File: src/rtl/alu_arbiter.sv
// Round-robin front end that shares one external combinational ALU between two requesters.
// Operands are registered for a single EXEC cycle, then the result is held until taken.
module alu_arbiter #(
  parameter int unsigned WIDTH = 8,
  parameter int unsigned OP_W  = 3
) (
  input  logic             clk,
  input  logic             rst,
  input  logic             req0_valid,
  output logic             req0_ready,
  input  logic [OP_W-1:0]  req0_op,
  input  logic [WIDTH-1:0] req0_opA,
  input  logic [WIDTH-1:0] req0_opB,
  input  logic             req1_valid,
  output logic             req1_ready,
  input  logic [OP_W-1:0]  req1_op,
  input  logic [WIDTH-1:0] req1_opA,
  input  logic [WIDTH-1:0] req1_opB,
  output logic [OP_W-1:0]  alu_op,
  output logic [WIDTH-1:0] alu_opA,
  output logic [WIDTH-1:0] alu_opB,
  input  logic [WIDTH-1:0] alu_result,
  output logic             rsp_valid,
  output logic             rsp_id,
  output logic [WIDTH-1:0] rsp_result,
  input  logic             rsp_ready,
  output logic             busy
);

  localparam logic [1:0] IDLE = 2'd0;
  localparam logic [1:0] EXEC = 2'd1;
  localparam logic [1:0] RESP = 2'd2;

  logic [1:0]       state, state_next;
  logic             last_grant, grant_id;
  logic [OP_W-1:0]  op_reg;
  logic [WIDTH-1:0] opa_reg, opb_reg;
  logic [WIDTH-1:0] result_reg;
  logic             id_reg;
  logic             sel0, sel1, accept;

  // On a tie the requester that did not win last time is selected.
  always_comb begin
    sel0 = req0_valid && (!req1_valid || last_grant);
    sel1 = req1_valid && (!req0_valid || !last_grant);
  end

  assign req0_ready = (state == IDLE) && sel0;
  assign req1_ready = (state == IDLE) && sel1;
  assign accept     = req0_ready || req1_ready;

  always_comb begin
    state_next = state;
    case (state)
      IDLE:    if (accept) state_next = EXEC;
      EXEC:    state_next = RESP;
      RESP:    if (rsp_ready) state_next = IDLE;
      default: state_next = IDLE;
    endcase
  end

  always_ff @(posedge clk or posedge rst) begin
    if (rst) begin
      state      <= IDLE;
      last_grant <= 1'b1;
      grant_id   <= 1'b0;
      op_reg     <= '0;
      opa_reg    <= '0;
      opb_reg    <= '0;
      result_reg <= '0;
      id_reg     <= 1'b0;
    end else begin
      state <= state_next;
      if (accept) begin
        op_reg     <= req1_ready ? req1_op  : req0_op;
        opa_reg    <= req1_ready ? req1_opA : req0_opA;
        opb_reg    <= req1_ready ? req1_opB : req0_opB;
        grant_id   <= req1_ready;
        last_grant <= req1_ready;
      end
      if (state == EXEC) begin
        result_reg <= alu_result;
        id_reg     <= grant_id;
      end
    end
  end

  // ALU inputs keep their last latched values outside EXEC.
  assign alu_op     = op_reg;
  assign alu_opA    = opa_reg;
  assign alu_opB    = opb_reg;
  assign rsp_valid  = (state == RESP);
  assign rsp_id     = id_reg;
  assign rsp_result = result_reg;
  assign busy       = (state != IDLE);

endmodule

File: config.mk
export PLATFORM = sky130hd
export DESIGN_NAME = alu_arbiter
export DESIGN_NICKNAME = d
export VERILOG_FILES = /design/src/rtl/alu_arbiter.sv
export SDC_FILE = /design/constraint.sdc
export NUM_CORES = 1
export LEC_CHECK = 0
export CORE_MARGIN = 2
export CORE_UTILIZATION = 40
export DETAILED_ROUTE_END_ITERATION = 8
export PLACE_DENSITY = 0.8
export SETUP_SLACK_MARGIN = 0.2
export SYNTH_ARGS = -nofsm -noshare
export SYNTH_HDL_FRONTEND = slang
export SYNTH_SLANG_ARGS = --single-unit
File: constraint.sdc
create_clock -name clk -period 1.9 [get_ports clk]
set_input_delay 0.38 -clock clk [delete_from_list [all_inputs] [get_ports clk]]
set_output_delay 0.38 -clock clk [all_outputs]
set_load 0.02 [all_outputs]
# After elaboration in Yosys (flattened, before gate mapping)
# Cells that the tools add are included.
# op_classes
add_sub_neg	0
mul	0
n_div	0
magnitude_cmp	0
n_eq_ne	4
shifts	0
mux	6
bitwise	0
n_reduce_logical	13
# op_table
cell	count
$mux W8	2
$pmux W2 S3	1
$logic_and A1 B1 Y1	4
$mux W2	2
$logic_not A1 Y1	3
$logic_or A1 B1 Y1	3
$mux W3	1
$eq A2 B1 Y1 const B	1
$eq A2 B2 Y1 const B	1
$logic_not A2 Y1	1
$ne A2 B1 Y1 const B	1
$ne A2 B2 Y1 const B	1
$reduce_and A2 Y1	1
$reduce_bool A2 Y1	1
# totals
reg_bits	32
latchBits	0
mem_bits_rw	0
romBits	0
inputBits	51
memories	0

# Longest topological paths before layout
# logic_depth
ltp_word	7
ltp_mapped	5
depth_no_buf	3

# Worst setup path before layout
# OpenSTA, ideal clock, no wires.
# synth_timing
kind	flip-flop to output port
from	reg state[1]
to	out req0_ready
arrival_ps	1188
t_required_ps	1520
path_slack_ps	332
path_stages_with_launch	3
cell_sequence	dfrtp_1 -> or2_4 -> nor3_1
# synth_between
elab_chain_len	2
# synth_rtl
element	line_no	rtl
start: declaration	34	logic [1:0] state, state_next;
start signal: assignment	73	state <= state_next;
$logic_not A2 Y1	48	assign req0_ready = (state == IDLE) && sel0;
$logic_and A1 B1 Y1	48	
end: declaration	10	output logic req0_ready,
# Every way passes these cells.

# Final worst setup path
# layout_timing
from	reg state[1]
to	out req1_ready
# layout_between
elab_chain_len	2
# layout_rtl
element	line_no	rtl
$logic_not A2 Y1	49	assign req1_ready = (state == IDLE) && sel1;
$logic_and A1 B1 Y1	49	
end: declaration	15	output logic req1_ready,
# Every way passes these cells.

==> key figures <==
STA
  – Clock Skews: 5.53 ps
  – Slack of the critical path: 186 ps
  – Unrepaired setup endpoints after global routing: true
  – Endpoints failing hold: 0
  – Worst hold slack: 487 ps
  – Period utilization: 90.2%
  – Rel. slew slack: 69.4%
  – Final Max Slew Viols: 0
  – Post-layout min period: 1710 ps
  – Final Setup Violations: 0
  – Least-Margin Pin Slew: 459 ps
  – TNS Setup: 0 ps
  – F_max: 0.583 GHz

Pwr
  – Lkg Pwr: 0.00115 uW
  – Peak supply drop: 0.653 mV
  – Design Power: 4350 uW
  – Pwr/cell area: 1610 nW/um^2

Critical path
  – Crit path cell chain: buf_4 -> nor3b_4 -> and2_4 -> buf_6
  – Crit path DAT: 1330 ps
  – Crit-path max cell delay: 410 ps
  – Crit. End Element: output port
  – R2R Path Start: state[1]
  – Critical R2R Capture: alu_opB[3]
  – Slowest cell on the critical path: dfrtp_1
  – Req. time, crit path: 1520 ps
  – Path depth of the worst reg2reg path: 9
  – Crit path buffers/inverters: 2
  – CP Launch Type: register
  – Reg2reg setup slack: 290 ps
  – Worst-path fanout max: 3
  – Crit Path Class: register to output port
  – CP top delay family: flip-flops

Logic synthesis
  – Largest family of logic cells by synthesized area: compound AO/OA/AOI/OAI gates
  – Seq cells post-synth: 32
  – Netlist cell types: 22
  – Synth warn: 0
  – Yosys top cell by area: dfrtp_1
  – Sequential share of the synthesized area: 48.6%
  – Multiplexer share of the synthesized area: 6.14%
  – Post-synth EDFFs: 0
  – Post-synthesis compound-gate area fraction: 25.1%
  – Adder-cell share of the synthesized area: 0%
  – Post-synthesis xor/xnor area fraction: 0%
  – Synth Area in Simple Gates: 10.4%
  – Synth Flop Type: dfrtp_1
  – Post-Syn Area per Cell: 11.1 um^2
  – Ys async rst share: 100%
  – Syn Inst Count: 149
  – Leading post-synthesis cells by cell area: dfrtp_1 47%, o311ai_2 19%, mux2_1 6.1%
  – Synth top area share: 47.0%
  – Post-Syn Area: 1650 um^2
  – Syn Nets: 200

Global route
  – Largest net degree at the start of global routing: 33
  – Gr usage total: 19.8%
  – Antenna violations before repair: 0
  – Overflow after GRT: 0
  – Vias in the first global route: 1,491
  – First-pass GRT wire length: 6690 um

Clock network
  – TritonCTS clock tree: built
  – CTS root buf: clkbuf_8
  – Hold-fix buffers, CTS: 0
  – Clk_lat worst skew: 280 ps
  – H-tree depth: 2
  – Longest Clk Path Bufs: 2
  – CTS buffer count: 5
  – Clock sinks: 32
  – CTS clock-pin slew for the worst setup and hold paths: 60 ps

Layout
  – ANT cells: 0
  – Core Util, Final: 68.0%
  – Share of cells above drive strength 1: 21.2%
  – Most common cell after layout, fill and taps aside: clkdlybuf4s50_1
  – Most frequent cells in the layout: 76 x clkdlybuf4s50_1, 31 x dfrtp_1, 21 x inv_1
  – Fin nets: 291
  – Area grow syn2layout: 63.5%

Placed design
  – Pre-CTS setup slack: -330 ps
  – DP HPWL: 2790 um
  – Placer congestion estimate: 0.725
  – PortBufs: 82

Drt
  – DRC Markers: 0
  – Final wirelength: 4140 um
  – WL per Instance: 14.2 um
  – DR vias: 1,476
  – Remaining antenna violation count: 0
  – Starting DRT DRC Count: 77
  – Initial DRT Pass Iterations: 4
  – Avg Vias per Cell: 5.07

Hold path
  – Worst hold path type: input port to async pin

Floorplanning
  – Core Footprint: 3970 um^2
  – Rows: 23
  – Die height: 68.2 um
  – Boundary Pins: 83
  – Initial Util: 41.6%
  – Die width: 68.2 um
  – Die area: 4660 um^2

Run status
  – Status: finished, final reports clean

Run
  – Total of max-cap violations: 0
per-stage QoR:
stage | instances | instance area (um^2)
finish | 291 | 2700
global route | 291 | 2700
CTS | 290 | 2660
detailed placement | 276 | 2520
global placement | 276 | 2520
floorplan | 149 | 1650
worst max path at each step:
stage | startpoint | depth (start not counted) | slack, ps | to
after global placement | req1_valid | 4 | -340 | req1_ready
after detailed placement | req1_valid | 4 | -330 | req1_ready
after global routing | state[1] | 4 | 150 | req1_ready
after CTS | req1_valid | 4 | 170 | req1_ready
after floorplan | state[1] | 2 | 330 | req0_ready
final | state[1] | 4 | 190 | req1_ready
per-layer routing:
layer | wire length [um] | share of wire [%] | global-route usage, % | vias to the layer above
met3 | 312 | 7.5 | 6.74 | 7
li1 | - | - | - | 711
met4 | 61 | 1.5 | 8.75 | 0
met1 | 1660 | 40 | 21.7 | 699
met2 | 2100 | 51 | 34.6 | 59
met5 | 0 | 0 | 0 | -
Yosys cell counts (3+ instances only):
| library cell | instances |
|---|---|
| clkbuf_1 | 5 |
| o21ai_1 | 20 |
| nand2b_1 | 3 |
| mux2_1 | 9 |
| nor2_1 | 3 |
| nand3_1 | 19 |
| buf_2 | 3 |
| o311ai_2 | 19 |
| dfrtp_1 | 31 |
| inv_1 | 22 |
cell families after synthesis:
family          after synthesis
compound gates               40
buf+inv                      36
flops                        32
mux                           9
simple gates                 32
power breakdown:
part	internal (uW)	switching (uW)	leakage, uW
Combinational	1320	1320	0.000731
Sequential	1050	176	0.000379
Clock	260	225	0.0000395
worst reg2reg max path, stage by stage, from the launching register on:
cell,delay [ps]
dfrtp_1,410
buf_4,150
nor3b_4,200
buf_4,130
buf_4,90
buf_4,90
buf_4,100
buf_12,150
nand3_1,100
o311ai_2,90
what timing repair did:
action	4_1_cts	5_1_grt
setup endpoints to repair	4	24
setup buffers	6	1
gates resized for setup	22	11
pin swaps	2	4
final cells by class:
type / instances / area [um^2]
multi-input combinational: 81 / 712
inverter: 23 / 86.3
fill: 338 / 1270
timing repair buffer: 97 / 956
sequential: 32 / 802
clock buffer: 8 / 80.1
tap: 50 / 62.6
sequential cells by signal, indices dropped and copies added, names as in the netlist:
register	cells
alu_opA	8
alu_opB	8
rsp_result	8
alu_op	3
state	2
grant_id	1
last_grant	1
rsp_id	1
No activity file was read; power rests on OpenSTA's default activity.
==> RTL edit 1, RTL diff (same settings) <==
Make the reset (`rst`) synchronous in one clocked block.
--- a/src/rtl/alu_arbiter.sv
+++ b/src/rtl/alu_arbiter.sv
@@ -61,3 +61,3 @@
 
-  always_ff @(posedge clk or posedge rst) begin
+  always_ff @(posedge clk) begin
     if (rst) begin
Function: differs if rst is asserted again (counterexample within 4 cycles, from zero or initial values and one cycle with rst high); with rst held inactive, the same outputs for 10 cycles.
==> RTL edit 1 against the original RTL <==
Sequential share of layout area shrank 5.6 points; die area grew 5.2%; worst setup slack gained 0.034 ns; register-to-register slack gained 0.03 ns; core utilization shrank 2.4 points; non-clock buffer count shrank 2; wire length grew 13%; area after synthesis grew 5.5%; clock skew grew 0.0011 ns; cell area shrank 0.70%; sequential cell count is the same; critical path type is now in -> out; highest routed layer unchanged.
Power is not compared: it rests on default switching activity, and its combinational part moved more than twofold at a synthesized area within 25%.
==> RTL edit 1: results (changes against the original RTL) <==
[clocking]
clk_path_buf_depth=2  ; unchanged
cts-root-buf=clkbuf_8
htreeDepth=2  ; unchanged
worst_setup_hold_path_clk_slew_ns=0.06  ; about the same
cts_setup_buffers=0  ; -6
cts_resized=16  ; -27%

[routing]
first_iter_violations=102  ; +32%
wl_met2_mm=2.445  ; +16%
routed.top_layer=met4
wl_met1_mm=1.920  ; +16%
vias_per_cell=5.388  ; +6.2%
finalWirelength_mm=4.690  ; +13%
dr_wl_met3_um=268  ; -14%

[cells_and_area]
buffer_area_share_pct=34.73  ; -0.69 points
clkbuf_count=6  ; -2
buffers=95  ; -2.1%
drive_gt1_share_pct=31.91  ; +11 points
nets=308  ; +5.8%
multi_input_area_um2=952.2  ; +34%
inverters=3  ; -87%
fillerInstances=366  ; +8.3%
clock_cell_area_share_pct=2.894  ; -0.073 points
sh_seq_area_pct=24.09  ; -5.6 points
multi_input_cells=120  ; +48%

[status]
status=finished clean

[global_routing]
grt_max_degree=40  ; +21%
grt_antenna_before_repair=0  ; unchanged
grtUsageMet2_pct=33.23  ; -1.4 points
grt_usage_pct=18.92  ; -0.91 points
grt_use_met3_pct=5.339  ; -1.4 points
grt_pass1_wl_mm=7.521  ; +12%
use_met1_pct=21.60  ; -0.13 points
first_global_vias=1624  ; +8.9%

[placed_design]
dp_hpwl_mm=3.191  ; +14%
gp_congestion=0.7910  ; +9.1%
port_buffers=82  ; unchanged
pre_cts_ws_ns=-0.5809  ; -0.2508 ns

[hold_path]
min_path_type=reg -> reg
hold_path_end=rsp_result[4]$_SDFFE_PP0N_

[worst_setup_path]
slowest_delay_ns=0.41  ; about the same
arrival_ns=1.30  ; -0.03 ns
cp_top_family=simple AND/OR/NAND/NOR gates
path_max_fanout=4  ; +1
reg2reg_to=alu_opA[7]$_SDFFE_PP0P_
slowest_stage=or3b_4
r2r_cells=5  ; -4
rr_startpoint=state[1]$_SDFFE_PP0P_
r2r_setup_slack_ns=0.32  ; +0.03 ns

[power_and_ir_drop]
ir_drop_mv=0.4173
seq-power_mw=0.788
comb_power_share_pct=37.7

[logic_synthesis]
async_reset_ff_share_pct=0  ; -100 points
synth_common_cells=dfxtp_1 (32), a21oi_1 (20), a311oi_2 (19), nand4_1 (19), o21ai_2 (19)
ys_types=27  ; +23%
syn-num-nets=226  ; +13%
ys_seq_area_share_pct=36.78  ; -12 points
synthTopCellsByArea=dfxtp_1 (37%), a311oi_2 (16%), o21ai_2 (9.6%)

[timing]
skew_ns=0.006618  ; +0.001084 ns
worst_slew_pin_slew_ns=0.6035  ; +0.1441 ns

[RTL edit 1: cell types whose count changed in the layout (fill, tap and decap cells not counted), moves of 19 or more]
cell | unedited run | this run
a21oi_1 | 0 | 19
o21ai_2 | 0 | 19
o21ai_1 | 20 | 0
o311ai_2 | 19 | 0
inv_1 | 21 | 1
nand4_1 | 0 | 19
a311oi_2 | 0 | 19
dfrtp_1 | 31 | 0
nand3_1 | 19 | 0
dfxtp_1 | 0 | 30
[RTL edit 1: through the flow]
| stage | std cells | area, um2 | utilization (%) | total power, mW | hold slack (ns) |
|---|---|---|---|---|---|
| final | 307 | 2680 | 65.58 | 2.028 | 0.4525 |
| after global routing | 307 | 2680 | 65.58 | 2.134 | 0.4836 |
| after global placement | 299 | 2581 | 63.17 | 1.550 | 0.4401 |
| after floorplan | 175 | 1742 | - | 1.264 | 0.4326 |
| after CTS | 306 | 2659 | 65.06 | 2.040 | 0.4558 |
| after detailed placement | 299 | 2581 | 63.17 | 1.560 | 0.4472 |
[RTL edit 1: worst max path at each step]
| stage | depth (start not counted) | slack (ns) | to | start |
|---|---|---|---|---|
| global route | 3 | 0.18 | req0_ready | state[1]$_SDFFE_PP0P_ |
| floorplan | 2 | 0.41 | req0_ready | state[1]$_SDFFE_PP0P_ |
| CTS | 3 | 0.15 | req0_ready | state[1]$_SDFFE_PP0P_ |
| detailed placement | 4 | -0.58 | req0_ready | req0_valid |
| global placement | 4 | -0.57 | req0_ready | req0_valid |
| finish | 4 | 0.22 | req0_ready | req0_valid |
[RTL edit 1: cell families after synthesis]
logic type	synth area share (%)
AO/OA/AOI/OAI	38.29
AND/OR/NAND/NOR	15.45
flip-flops	36.78
buffers and inverters	9.482
==> RTL edit 2, RTL diff (same settings) <==
Without the edit above. Change the parameter `WIDTH` from 8 to 12.
--- a/src/rtl/alu_arbiter.sv
+++ b/src/rtl/alu_arbiter.sv
@@ -3,3 +3,3 @@
 module alu_arbiter #(
-  parameter int unsigned WIDTH = 8,
+  parameter int unsigned WIDTH = 12,
   parameter int unsigned OP_W  = 3
Interface: changed (8 resized); port bits go from 83 to 115. No check against the original RTL was run, so the function may have changed too.
==> RTL edit 2 against the original RTL <==
Total power up 46%; non-clock buffer count up 42; sequential power up 38%; worst setup slack better by 0.0036 ns; core utilization up 3.1 points; wire length up 48%; register-to-register slack worse by 0.10 ns; sequential cell count up 12; area after synthesis up 34%; cell area up 43%; largest cell class unchanged; largest power group unchanged.
==> RTL edit 2: results (changes against the original RTL) <==
[global_routing]
first_global_vias=2122  ; +42%
grt_usage_pct=19.99  ; +0.16 points
grt_pass1_wl_mm=9.784  ; +46%
grt_antenna_before_repair=0  ; unchanged
grt_max_degree=45  ; +36%

[power_and_ir_drop]
ir_drop_mv=0.8334  ; +28%
switching_share_pct=39.13  ; -0.48 points
p_leak_nw=1.619  ; +41%

[clocking]
worst_setup_hold_path_clk_slew_ns=0.08  ; +0.02 ns
htreeDepth=2  ; unchanged
clk_latency_ns=0.29
cts-root-buf=clkbuf_8

[cells_and_area]
drive_gt1_share_pct=25.38  ; +4.2 points
nets=401  ; +38%
antenna_cells=0  ; unchanged

[worst_setup_path]
reg2reg_to=alu_opA[5]$_DFFE_PP0P_
cp_top_family=flip-flops
crit_end=req1_ready
arrival_ns=1.33  ; about the same
path_class=reg -> out
r2r_setup_slack_ns=0.19  ; -0.10 ns
slowest_stage=dfrtp_1
crit_start=state[1]$_DFFE_PP0P_
path_max_fanout=3  ; unchanged
slowest_delay_ns=0.40
r2r_cells=5  ; -4

[logic_synthesis]
synth-xor-area-share_pct=0  ; unchanged
ys_seq_area_share_pct=49.72  ; +1.1 points
synth_compound_area_share_pct=24.55  ; -0.55 points
synthMuxAreaShare_pct=6.603  ; +0.46 points
ys_warn_count=0  ; unchanged
synth_common_cells=dfrtp_1 (43), inv_1 (31), o21ai_0 (29), nand3_1 (27), o311ai_2 (17)
syn-num-nets=272  ; +36%
async_reset_ff_share_pct=100.0  ; unchanged
synthTopCellsByArea=dfrtp_1 (49%), o311ai_2 (12%), mux2_2 (6.6%)
synthAdderAreaFrac_pct=0  ; unchanged
ys_types=21  ; -4.5%
synth_cells=201  ; +35%

[routing]
dr.pass1.iters=4  ; unchanged
first_iter_violations=107  ; +39%
drt-wirelength-per-cell_um=15.19  ; +6.9%
vias_per_cell=5.139  ; +1.3%
vias=2071  ; +40%

[hold_path]
min_path_type=in -> async

[placed_design]
gp_congestion=0.7269  ; +0.28%
pre_cts_ws_ns=-0.3929  ; -0.06284 ns
place_inst=386  ; +40%
post_dp_cell_area_mm2=0.003495  ; +38%
dp_hpwl_mm=4.198  ; +50%
port_buffers=114  ; +39%

[timing]
whs_ns=0.4319  ; -0.05478 ns
skew_ns=0.01074  ; +0.005202 ns
relSlewSlack_pct=63.65  ; -5.7 points
max_freq_mhz=584.6  ; +0.21%

[status]
status=finished clean

## RTL edit 2: cell count changes after synthesis, sizes merged, moves of 4 or more
cell / change
dfrtp: +12
inv: +8
mux2: +4
nand3: +8
o21ai: +8
o311ai: +8
## RTL edit 2: area by class of cell
cell class	instances	area (um2)
Sequential cell	44	1102
Timing Repair Buffer	139	1424
Clock buffer	8	90.09
Fill cell	404	1574
Multi-Input combinational cell	109	1042
Inverter	31	116.4
Tap cell	72	90.09
## RTL edit 2: per-layer routing
| metal | global-route usage (%) | up-vias | wire length [um] |
|---|---|---|---|
| li1 | - | 974 | - |
| met4 | 5.614 | 0 | 63 |
| met1 | 22.83 | 1009 | 2575 |
| met2 | 36.47 | 81 | 3085 |
| met3 | 5.517 | 7 | 396 |
| met5 | 0 | - | 0 |
## RTL edit 2: kinds of logic (layout without fill, tap and decap cells)
group	count (synthesis)	in the layout
AOI/OAI and AO/OA	56	56
and+or+nand+nor	40	40
buffers and inverters	48	178
muxes	13	13
DFF	44	44
## RTL edit 2: timing repair
action | in CTS | in global routing
cloned | 0 | 2
gates resized for setup | 46 | 15
pin swaps | 4 | 3
endpoints found under the setup margin | 31 | 30
buffers inserted | 4 | 3
## RTL edit 2: worst min-delay path, stage by stage
cell	delay [ns]
clkdlybuf4s50_1	0.41
inv_2	0.07
buf_12	0.23
## RTL edit 2: power by group through the flow
stage / Sequential, mW / Combinational (mW) / Clock [mW]
2_1_floorplan: 2.21 / 1.43 / 0
3_3_place_gp: 1.68 / 3.37 / 0
3_5_place_dp: 1.69 / 3.43 / 0
4_1_cts: 1.67 / 3.73 / 0.611
5_1_grt: 1.74 / 4.33 / 0.640
6_report: 1.68 / 4.06 / 0.595
